**config.mk**
```make
export PLATFORM = sky130hd
export DESIGN_NAME = spi_response_assembler_flat
export DESIGN_NICKNAME = d
export VERILOG_FILES = /design/src/rtl/spi_response_assembler_if.sv /design/src/rtl/spi_response_assembler.sv /design/src/flat_wrapper.sv
export SDC_FILE = /design/constraint.sdc
export NUM_CORES = 1
export LEC_CHECK = 0
export ABC_AREA = 1
export ABC_CLOCK_PERIOD_IN_PS = 1650
export CORE_MARGIN = 2
export CORE_UTILIZATION = 47
export CTS_CLUSTER_DIAMETER = 40
export DETAILED_ROUTE_END_ITERATION = 12
export PLACE_DENSITY = 0.81
export SLEW_MARGIN = 40
export SYNTH_ARGS = -nofsm -noshare
export SYNTH_HDL_FRONTEND = slang
export SYNTH_SLANG_ARGS = --single-unit
```
**constraint.sdc**
```tcl
create_clock -name clk -period 1.65 [get_ports clk]
set_input_delay 0.2475 -clock clk [delete_from_list [all_inputs] [get_ports clk]]
set_output_delay 0.2475 -clock clk [all_outputs]
set_load 0.05 [all_outputs]
```
**src/rtl/spi_response_assembler_if.sv**
```systemverilog
// Bundle between the SPI command/receive side, the sample consumer and the
// flag/status observer of the response assembler.
interface spi_response_assembler_if;
    logic        cmd_start;
    logic [2:0]  cmd_code;
    logic        rx_dv;
    logic [7:0]  rx_byte;
    logic [1:0]  rx_count;
    logic [15:0] sample_data;
    logic [2:0]  sample_cmd;
    logic        sample_valid;
    logic        sample_ready;
    logic        busy;
    logic        clear_flags;
    logic        overrun;
    logic        timeout;
    logic        cmd_err;
    logic [7:0]  drop_count;

    modport slave (
        input  cmd_start, cmd_code, rx_dv, rx_byte, rx_count, sample_ready, clear_flags,
        output sample_data, sample_cmd, sample_valid, busy, overrun, timeout, cmd_err, drop_count
    );

    modport master (
        output cmd_start, cmd_code, rx_dv, rx_byte, rx_count, sample_ready, clear_flags,
        input  sample_data, sample_cmd, sample_valid, busy, overrun, timeout, cmd_err, drop_count
    );
endinterface

```
**src/rtl/spi_response_assembler.sv**
```systemverilog
// Collects the low/high data bytes of an IMU register read into one signed
// 16-bit sample tagged with its command code, with sticky error reporting.
module spi_response_assembler #(
    parameter int TIMEOUT_CYCLES = 4096,
    parameter int TO_W           = 13
) (
    input  logic                      clk,
    input  logic                      rst_n,
    spi_response_assembler_if.slave   bus
);
    typedef enum logic [1:0] {IDLE, WAIT_LO, WAIT_HI} state_t;

    localparam logic [TO_W-1:0] TO_LAST = TO_W'(TIMEOUT_CYCLES - 1);

    state_t          r_state, w_next;
    logic [TO_W-1:0] r_timer, w_timer_nx;
    logic [7:0]      r_lo;
    logic [2:0]      r_cmd_lat;
    logic [15:0]     r_data;
    logic [2:0]      r_cmd;
    logic            r_valid;
    logic            r_overrun, r_timeout, r_cmd_err;
    logic [7:0]      r_drop;

    logic w_data_acc, w_lo_load, w_commit, w_to_ev, w_err_ev, w_latch_cmd;
    logic w_can_load, w_drop;

    // Only the data byte (index 1) of each 2-byte transaction carries payload.
    assign w_data_acc = bus.rx_dv && (bus.rx_count == 2'd1);
    assign w_err_ev   = bus.cmd_start && ((r_state != IDLE) || (bus.cmd_code > 3'd5));
    assign w_can_load = !r_valid || bus.sample_ready;
    assign w_drop     = w_commit && !w_can_load;

    always_ff @(posedge clk or negedge rst_n) begin
        if (!rst_n) begin
            r_state <= IDLE;
            r_timer <= '0;
        end else begin
            r_state <= w_next;
            r_timer <= w_timer_nx;
        end
    end

    always_comb begin
        w_next      = r_state;
        w_timer_nx  = r_timer;
        w_lo_load   = 1'b0;
        w_commit    = 1'b0;
        w_to_ev     = 1'b0;
        w_latch_cmd = 1'b0;
        case (r_state)
            IDLE: begin
                w_timer_nx = '0;
                if (bus.cmd_start && (bus.cmd_code <= 3'd5)) begin
                    w_latch_cmd = 1'b1;
                    w_next      = WAIT_LO;
                end
            end
            WAIT_LO, WAIT_HI: begin
                // An accepted byte beats expiry in the same cycle.
                if (w_data_acc) begin
                    w_timer_nx = '0;
                    if (r_state == WAIT_LO) begin
                        w_lo_load = 1'b1;
                        w_next    = WAIT_HI;
                    end else begin
                        w_commit  = 1'b1;
                        w_next    = IDLE;
                    end
                end else if (r_timer == TO_LAST) begin
                    w_to_ev    = 1'b1;
                    w_timer_nx = '0;
                    w_next     = IDLE;
                end else begin
                    w_timer_nx = r_timer + 1'b1;
                end
            end
            default: begin
                w_next     = IDLE;
                w_timer_nx = '0;
            end
        endcase
    end

    always_ff @(posedge clk or negedge rst_n) begin
        if (!rst_n) begin
            r_lo      <= '0;
            r_cmd_lat <= '0;
        end else begin
            if (w_lo_load)   r_lo      <= bus.rx_byte;
            if (w_latch_cmd) r_cmd_lat <= bus.cmd_code;
        end
    end

    // Output register: a commit may reload in the same cycle the old sample is consumed.
    always_ff @(posedge clk or negedge rst_n) begin
        if (!rst_n) begin
            r_data  <= '0;
            r_cmd   <= '0;
            r_valid <= 1'b0;
        end else if (w_commit && w_can_load) begin
            r_data  <= {bus.rx_byte, r_lo};
            r_cmd   <= r_cmd_lat;
            r_valid <= 1'b1;
        end else if (r_valid && bus.sample_ready) begin
            r_valid <= 1'b0;
        end
    end

    // Sticky flags: a same-cycle event overrides clear_flags.
    always_ff @(posedge clk or negedge rst_n) begin
        if (!rst_n) begin
            r_overrun <= 1'b0;
            r_timeout <= 1'b0;
            r_cmd_err <= 1'b0;
            r_drop    <= '0;
        end else begin
            r_overrun <= w_drop   || (r_overrun && !bus.clear_flags);
            r_timeout <= w_to_ev  || (r_timeout && !bus.clear_flags);
            r_cmd_err <= w_err_ev || (r_cmd_err && !bus.clear_flags);
            if (w_drop) begin
                if (bus.clear_flags)      r_drop <= 8'd1;
                else if (r_drop != 8'hFF) r_drop <= r_drop + 8'd1;
            end else if (bus.clear_flags) begin
                r_drop <= '0;
            end
        end
    end

    assign bus.sample_data  = r_data;
    assign bus.sample_cmd   = r_cmd;
    assign bus.sample_valid = r_valid;
    assign bus.busy         = (r_state != IDLE);
    assign bus.overrun      = r_overrun;
    assign bus.timeout      = r_timeout;
    assign bus.cmd_err      = r_cmd_err;
    assign bus.drop_count   = r_drop;
endmodule
```
**src/flat_wrapper.sv**
```systemverilog
// flat-port wrapper written by rule: the top's interface ports become plain ports
module spi_response_assembler_flat 
#(
    parameter int TIMEOUT_CYCLES = 4096,
    parameter int TO_W           = 13
)
  (clk, rst_n, bus_cmd_start, bus_cmd_code, bus_rx_dv, bus_rx_byte, bus_rx_count, bus_sample_ready, bus_clear_flags, bus_sample_data, bus_sample_cmd, bus_sample_valid, bus_busy, bus_overrun, bus_timeout, bus_cmd_err, bus_drop_count);
  spi_response_assembler_if bus_i ();
  input  logic clk;
  input  logic rst_n;
  input wire logic [$bits(bus_i.cmd_start)-1:0] bus_cmd_start;
  input wire logic [$bits(bus_i.cmd_code)-1:0] bus_cmd_code;
  input wire logic [$bits(bus_i.rx_dv)-1:0] bus_rx_dv;
  input wire logic [$bits(bus_i.rx_byte)-1:0] bus_rx_byte;
  input wire logic [$bits(bus_i.rx_count)-1:0] bus_rx_count;
  input wire logic [$bits(bus_i.sample_ready)-1:0] bus_sample_ready;
  input wire logic [$bits(bus_i.clear_flags)-1:0] bus_clear_flags;
  output wire logic [$bits(bus_i.sample_data)-1:0] bus_sample_data;
  output wire logic [$bits(bus_i.sample_cmd)-1:0] bus_sample_cmd;
  output wire logic [$bits(bus_i.sample_valid)-1:0] bus_sample_valid;
  output wire logic [$bits(bus_i.busy)-1:0] bus_busy;
  output wire logic [$bits(bus_i.overrun)-1:0] bus_overrun;
  output wire logic [$bits(bus_i.timeout)-1:0] bus_timeout;
  output wire logic [$bits(bus_i.cmd_err)-1:0] bus_cmd_err;
  output wire logic [$bits(bus_i.drop_count)-1:0] bus_drop_count;
  assign bus_i.cmd_start = bus_cmd_start;
  assign bus_i.cmd_code = bus_cmd_code;
  assign bus_i.rx_dv = bus_rx_dv;
  assign bus_i.rx_byte = bus_rx_byte;
  assign bus_i.rx_count = bus_rx_count;
  assign bus_i.sample_ready = bus_sample_ready;
  assign bus_i.clear_flags = bus_clear_flags;
  assign bus_sample_data = bus_i.sample_data;
  assign bus_sample_cmd = bus_i.sample_cmd;
  assign bus_sample_valid = bus_i.sample_valid;
  assign bus_busy = bus_i.busy;
  assign bus_overrun = bus_i.overrun;
  assign bus_timeout = bus_i.timeout;
  assign bus_cmd_err = bus_i.cmd_err;
  assign bus_drop_count = bus_i.drop_count;
  spi_response_assembler #(.TIMEOUT_CYCLES(TIMEOUT_CYCLES), .TO_W(TO_W)) u_core (.clk(clk), .rst_n(rst_n), .bus(bus_i));
endmodule
```
==> run summary <==
The effective utilization at floorplan was 0.486. The number of buffers on the longest clock path was 2; the per-cell via count in the routed design was 4.83. From left edge to right edge, the die measures 79.3 um.

Ranked by total cell area, the synthesized netlist is headed by sky130_fd_sc_hd__dfrtp_1, sky130_fd_sc_hd__nand2_1, sky130_fd_sc_hd__inv_1. The count of buffers added on input and output ports is 50. The worst slew slack as a fraction of its limit came out at 0.642. Pre-CTS worst setup slack: -34.3 ps.

The worst register-to-register path ends at u_core.r_state[0]. The all-layer global routing usage was 0.198. The floorplan step defined a die boundary enclosing 6280 um2. Highest-utilization routing layer at the global route stage: met2. The tools report the total vias in the final route as 2265. In the final routed layout, each cell accounts on average for 12.1 um. The end point of the critical path is u_core.r_state[0]. The total DRC errors in the routed layout came out at 0. The number of flip-flops and latches in the synthesized netlist works out to 57. Number of global-route vias before repair: 2139. The final net count came out at 416.

The tools report the launch point of the critical path as u_core.r_timer[0]. Counting every sink on the clock net gives 57. The most numerous cell type found on the critical path is sky130_fd_sc_hd__nand2_1.

The initial antenna violation count came out at 0. The post-route core utilization is 0.644. TritonCTS built the clock tree.

Type of the worst min-delay path: input port to async pin. Number of enable flip-flop cells after synthesis: 0. The run gives 3 as the number of levels the H-tree was split into. After synthesis the cells add up to 2660 um2. Subtracting the final worst setup slack from the clock period gives 1520 ps. The global placer's final weighted congestion was 0.840; the synthesis-to-finish area growth was 32.4%.

The run gives 0 as the remaining antenna violation count after routing. The critical path goes through ha_1 > nand3_2 > nor2_4 > nand2_2 > nand2_4 > nand2_1 > nand2_1 > nand2_1. The post-synthesis sequential area ratio is 0.536, and the global-route track usage on met1 is 0.248. The clock slew at the register clock pins of the worst setup and hold paths works out to 60 ps. The run finished with clean final reports. Met2 capacity usage during global routing: 0.323. The cell type with the highest aggregate area in the netlist was sky130_fd_sc_hd__dfrtp_1. The final number of hold-violating endpoints was 0; the count of final max-slew check failures was 0. The critical path endpoint category is a register. The run gives 5470 um2 as the core region area. Yosys printed 0 warnings. For this design the static power due to leakage is 1.83 nW. In this run, distinct cell masters in the synthesized netlist total 27. Among all cell types in the netlist, the one instantiated most often is sky130_fd_sc_hd__nand2_1. STA classifies the critical path startpoint as a register. The die boundary height is 79.3 um. Setup repair after global routing left no endpoint under its margin. The run gives 660 MHz as the highest achievable clock rate. The count of max-cap constraint violations is 0, and the average cell area after synthesis is 8.24 um2.

The area share of the largest cell type after synthesis was 0.536. The class of the most critical setup path is register to register. The first global-routing pass estimated 9.41 mm of wire. Wires add up to 5.70 mm.

VDD sags by at most 1420 uV. The run gives 4.14 mm as the half-perimeter wire length of the detailed placement result. The commonest cells after synthesis are sky130_fd_sc_hd__nand2_1, sky130_fd_sc_hd__dfrtp_1, sky130_fd_sc_hd__inv_1, sky130_fd_sc_hd__nor2_1, sky130_fd_sc_hd__nand3_1.

The final global-route overflow total is 0, and the share of synthesized registers carrying an async set or reset is 1.00. The register-to-register setup slack is 130 ps. The met3 global-route usage is 0.0523, and the number of cell instances on the worst register-to-register path is 8. The endpoint required time on the critical path was 1870 ps; the placement row count was 27. Entering global routing, the biggest net connects 31 pins. The setup-violating endpoint count in the final report came out at 0. Final hold analysis gives a worst-case slack of 429 ps. The largest fanout on the critical path is 13.

The power density of the placed cells is 1510 nW/um2, and the net count after synthesis is 347. The fraction of final layout cells sized beyond drive strength 1 was 0.207; the standard cell area after detailed placement was 3270 um2. Clock tree synthesis inserted a total of 9 buffers. The final cycle utilization of the critical path came out at 0.919.

The run gives 51 as the number of placed I/O pins. The worst-path cell with the longest stage delay is sky130_fd_sc_hd__dfrtp_1. Once layout is done, the placed cells without fillers occupy 3520 um2. The final setup skew is 7.34 ps, and the data arrival time of the critical path is 1730 ps. The sum of negative setup slack was 0 ps. The tree is rooted in a sky130_fd_sc_hd__clkbuf_8. For this run, the detailed router's first-pass iteration total came to 4. In the synthesized netlist the dominant register cell turns out to be sky130_fd_sc_hd__dfrtp_1. The number of antenna diodes was 0.

Post-layout worst setup margin: 134 ps. The tools report the number of instances in the synthesized netlist as 323. The clock insertion delay at the later pin of the skew report is 330 ps, and the violation count after the first detailed-route iteration is 63. For the pin with the worst max-slew slack, the measured transition is 536 ps. In this run the critical register-to-register path is launched from u_core.r_timer[0]. For this run, the slowest stage of the critical path takes 370 ps.
sequential cells by signal, indices dropped and copies added (netlist names):
| signal | cells |
|---|---|
| u_core.bus.cmd_err | 1 |
| u_core.bus.drop_count | 8 |
| u_core.bus.overrun | 1 |
| u_core.bus.sample_cmd | 3 |
| u_core.bus.sample_data | 16 |
| u_core.bus.sample_valid | 1 |
| u_core.bus.timeout | 1 |
| u_core.r_cmd_lat | 3 |
| u_core.r_lo | 8 |
| u_core.r_state | 2 |
| u_core.r_timer | 13 |
where the power goes:
part | switching [mW] | internal (mW)
Sequential | 0.228 | 1.76
Combinational | 1.29 | 0.650
Clock | 0.537 | 0.848
cells in the final DEF, fill, tap and decap left out, drive strengths merged:
master	instances
nand2	107
dfrtp	57
buf	47
inv	41
nor2	37
nand3	27
o21ai	22
clkdlybuf4s50	17
clkbuf	11
nor3	8
ha	5
xor2	3
nand3b	3
a21oi	2
bufinv	2
clkinvlp	2
nand4	2
o21bai	1
xnor2	1
clkinv	1
dlygate4sd3	1
critical path: cells and delay by family (launching register included):
| family | cells | cell delay (ps) |
|---|---|---|
| simple gates | 7 | 810 |
| flops | 1 | 370 |
| fa+ha+maj | 1 | 210 |
routing by layer:
metal,up-vias,wire (um)
li1,1149,-
met1,1058,2630
met2,53,2700
met3,5,295
met4,0,76
met5,-,0
final cells by class:
type	count	area, um2
fillers	456	1950
flip-flops and latches	57	1430
multi-input cells	218	1060
repair buffers	65	581
inverters	41	154
clock buffers	11	131
well taps	72	90.1
clock inverters	5	80.1
stage by stage:
step / power, mW / cells
after floorplan: 3.23 / 323
after global placement: 3.84 / 450
after detailed placement: 3.89 / 450
after CTS: 5.30 / 467
after global routing: 5.59 / 469
final: 5.31 / 469
worst min path at each step:
stage	slack, ps	to	start
finish	430	u_core.r_timer[10]	rst_n
global route	490	u_core.bus.sample_data[0]	rst_n
CTS	430	u_core.r_timer[10]	rst_n
detailed placement	260	u_core.r_timer[10]	rst_n
global placement	250	u_core.r_timer[10]	rst_n
floorplan	-50	u_core.bus.cmd_err	rst_n
cells by family after synthesis:
logic type,Yosys count,synth area share
buf+inv,48,0.0733
fa+ha+maj,5,0.0235
simple gates,184,0.306
compound gates,25,0.0480
flops,57,0.536
xor+xnor,4,0.0132
repair_timing:
item                                   4_1_cts  5_1_grt
hold buffers                                 1        0
buffers inserted                             0        2
setup endpoints to repair                    0       22
resized for setup                            0        4
endpoints found under the hold margin       18        0
(Power assumes the default switching activity.)
==> variant 1 (config.mk and constraints unchanged) <==
`TO_W` is set to 13 in 2 places; all go to 9.
--- a/src/rtl/spi_response_assembler.sv
+++ b/src/rtl/spi_response_assembler.sv
@@ -2,7 +2,7 @@
 // 16-bit sample tagged with its command code, with sticky error reporting.
 module spi_response_assembler #(
     parameter int TIMEOUT_CYCLES = 4096,
-    parameter int TO_W           = 13
+    parameter int TO_W           = 9
 ) (
     input  logic                      clk,
     input  logic                      rst_n,
--- a/src/flat_wrapper.sv
+++ b/src/flat_wrapper.sv
@@ -2,7 +2,7 @@
 module spi_response_assembler_flat 
 #(
     parameter int TIMEOUT_CYCLES = 4096,
-    parameter int TO_W           = 13
+    parameter int TO_W           = 9
 )
   (clk, rst_n, bus_cmd_start, bus_cmd_code, bus_rx_dv, bus_rx_byte, bus_rx_count, bus_sample_ready, bus_clear_flags, bus_sample_data, bus_sample_cmd, bus_sample_valid, bus_busy, bus_overrun, bus_timeout, bus_cmd_err, bus_drop_count);
   spi_response_assembler_if bus_i ();
Behaviour: same outputs for any inputs over 10 cycles, from zero or initial values and one cycle with rst_n low; that may be too few to reach the edited logic, so the function may still have changed.
==> variant 1 against the original RTL <==
- wire length fell by 6.8%
- critical path type unchanged
- area after synthesis fell by 8.9%
- largest power group is now combinational logic
- final area fell by 6.2%
- sequential cell count fell by 4
- combinational power rose by 9%
- total power fell by 12%
- worst setup slack got worse by 0.12 ns
- worst hold slack improved by 0.017 ns
==> variant 1: results (changes against the original RTL) <==
Layout fillers: 382 (was 456)
Detailed Route Iter0 Violations: 150 (was 63)
Sequential power share: 0.399 (was 0.374)
Slew at the pin closest to its max-slew limit: 0.561 ns (was 0.536 ns)
Placer Congestion: 0.807 (was 0.840)
Post-Synth XOR/XNOR Area: 0.0144 (was 0.0132)
Seq pwr: 1870 uW (was 1990 uW)
DP Area: 3000 sq um (was 3270 sq um)
Net total in the final layout: 376 (was 416)
Reg2Reg Depth: 11 (was 8)
Syn Nets: 304 (was 347)
Vias per cell: 4.94 (was 4.83)
Met1 Track Usage GR: 0.271 (was 0.248)
Avg Inst Size Synth: 8.69 sq um (was 8.24 sq um)
Share of layout cells above drive strength 1: 0.267 (was 0.207)
P_clk: 708 uW (was 1380 uW)
Met3 Wirelength: 181 um (was 295 um)
VDD IR max: 1.14 mV (was 1.42 mV)
Status: completed (unchanged)
Skew final: 0.0119 ns (was 0.00734 ns)
DP Cell Count: 401 (was 450)
Clk pin slew, worst setup/hold paths: 0.10 ns (was 0.06 ns)
Wirelength per Cell: 12.6 um (was 12.1 um)
Total track usage: 0.192 (was 0.198)
Post-Synth Adder-Cell Area: 0.0310 (was 0.0235)
Vias in the first global route: 1855 (was 2139)
Pre-CTS setup slack: -0.0927 ns (was -0.0343 ns)
Register area share after synthesis: 0.547 (was 0.536)
P_leak: 0.00167 uW (was 0.00183 uW)
Final Cycle Share: 0.994 (was 0.919)
First-pass GRT wire length: 8340 um (was 9410 um)
Pin count of the biggest net entering global routing: 54 (was 31)
Synth cell types: 28 (was 27)
GR Layer Usage met3: 0.0397 (was 0.0523)
Met2 Wirelength: 2690 um (was 2700 um)
Metal1 wirelength: 2370 um (was 2630 um)
H-Tree Level Count: 2 (was 3)
Commonest cells in the synthesized netlist: nand2_1, dfrtp_1, inv_1 (unchanged)
Synth top area cells: dfrtp_1, nand2_1, nand3_1 (was dfrtp_1, nand2_1, inv_1)
[variant 1: cell types whose count changed in the layout (fill, tap and decap cells not counted), sizes merged, moves of 4 or more]
cell,delta
nor3,-7
nor2,-10
clkbuf,-5
buf,+6
inv,-10
nand2,-24
dfrtp,-4
[variant 1: timing repair]
item / in CTS / in global routing
hold buffers: 1 / 0
endpoints found under the hold margin: 53 / 0
endpoints found under the setup margin: 14 / 37
pin swaps: 7 / 9
resized for setup: 11 / 14
gates cloned: 0 / 1
buffers inserted: 8 / 3
[variant 1: layout make-up]
| cell class | instances | area [sq um] | area share |
|---|---|---|---|
| well taps | 70 | 87.6 | 0.0265 |
| flip-flops and latches | 53 | 1330 | 0.401 |
| multi-input cells | 189 | 1070 | 0.325 |
| repair buffers | 71 | 617 | 0.187 |
| clock inverters | 2 | 10.0 | 0.00303 |
| clock buffers | 6 | 72.6 | 0.0220 |
| inverters | 31 | 116 | 0.0352 |
[variant 1: worst min-delay path: cells and delay by family]
family,cells,cell delay (ns)
buffers and inverters,3,0.90
==> variant 2 (same settings) <==
Without the edit above. Re-encode `state_t` (3 states) as one-hot, 3 bits wide.
--- a/src/rtl/spi_response_assembler.sv
+++ b/src/rtl/spi_response_assembler.sv
@@ -8,7 +8,7 @@
     input  logic                      rst_n,
     spi_response_assembler_if.slave   bus
 );
-    typedef enum logic [1:0] {IDLE, WAIT_LO, WAIT_HI} state_t;
+    typedef enum logic [2:0] {IDLE = 3'b001, WAIT_LO = 3'b010, WAIT_HI = 3'b100} state_t;
 
     localparam logic [TO_W-1:0] TO_LAST = TO_W'(TIMEOUT_CYCLES - 1);
 
Formal check against the unedited RTL: same outputs for any inputs over 10 cycles, from zero or initial values and one cycle with rst_n low; not proved beyond that.
==> variant 2 against the original RTL <==
- count of clock-buffer cells in the layout stayed put
- final area is 1.2% higher
- global-route usage is 0.79 points higher
- die area is 0.76% higher
- cell count is 2.1% lower
- worst setup slack worse by 0.038 ns
- area after synthesis is 0.80% higher
- first-iteration DRC count is 79% higher
- wire length is 4.1% higher
- sequential cell count is 1 higher
- maximum frequency is 2.4% lower
- synthesized cell count is 2.8% lower
- largest cell class unchanged
Power is not compared: it rests on default switching activity, and its combinational part moved more than twofold at a synthesized area within 25%.
==> variant 2: results (changes against the original RTL) <==
Detailed Route Iter0 Violations: 113 (was 63)
Vias in the first global route: 2168 (was 2139)
Share of layout cells above drive strength 1: 0.230 (was 0.207)
Synth cell types: 30 (was 27)
Total track usage: 0.205 (was 0.198)
Met2 usage: 0.334 (was 0.323)
Fraction of area in registers: 0.408 (was 0.405)
DP Area: 3290 sq um (was 3270 sq um)
DP Cell Count: 442 (was 450)
Metal1 wirelength: 2590 um (was 2630 um)
Vias per cell: 4.88 (was 4.83)
Post-Synth XOR/XNOR Area: 0.0196 (was 0.0132)
Skew final: 0.00745 ns (was 0.00734 ns)
Non-clock buffer share: 0.163 (was 0.165)
Placer Congestion: 0.821 (was 0.840)
Layout fillers: 447 (was 456)
Post-synthesis compound-gate area fraction: 0.0644 (was 0.0480)
Met1 Track Usage GR: 0.257 (was 0.248)
Status: completed (unchanged)
Final non-filler cell total: 459 (was 469)
Post-Synth Adder-Cell Area: 0.00933 (was 0.0235)
Pin count of the biggest net entering global routing: 43 (was 31)
Critical Path AT: 1.78 ns (was 1.73 ns)
Avg Inst Size Synth: 8.54 sq um (was 8.24 sq um)
Clock-cell share of area: 0.0705 (was 0.0600)
Slowest stage delay, CP: 0.40 ns (was 0.37 ns)
GR Layer Usage met3: 0.0588 (was 0.0523)
Die Wd: 79.6 um (was 79.3 um)
Slew at the pin closest to its max-slew limit: 0.420 ns (was 0.536 ns)
variant 2: final timing paths:
kind	end	slack, ns	depth (start not counted)
worst max-delay path	u_core.r_timer[5]$_DFF_PN0_	0.1	7
max in group asynchronous	u_core.r_state[0]$_DFFE_PN1P_	0.66	3
worst min register to register	u_core.bus.sample_data[3]$_DFFE_PN0P_	0.48	2
min in group clk	u_core.bus.sample_data[3]$_DFFE_PN0P_	0.48	2
worst max register to register	u_core.r_timer[5]$_DFF_PN0_	0.1	7
worst min-delay path	u_core.bus.sample_data[3]$_DFFE_PN0P_	0.36	2
variant 2: metrics by stage:
step	utilization	setup slack (ns)	total power, uW
final	0.648	0.0958	4200
after global routing	0.648	-0.00643	4390
after CTS	0.645	0.00597	4230
after detailed placement	0.597	-0.0696	2560
after global placement	0.597	0.0221	2540
after floorplan	-	0.125	2210
variant 2: power breakdown:
part           switching (uW)  leakage [uW]  internal, uW
registers                 130      0.000784          1600
logic                     503      0.000960           321
clock network             573      0.000129          1080
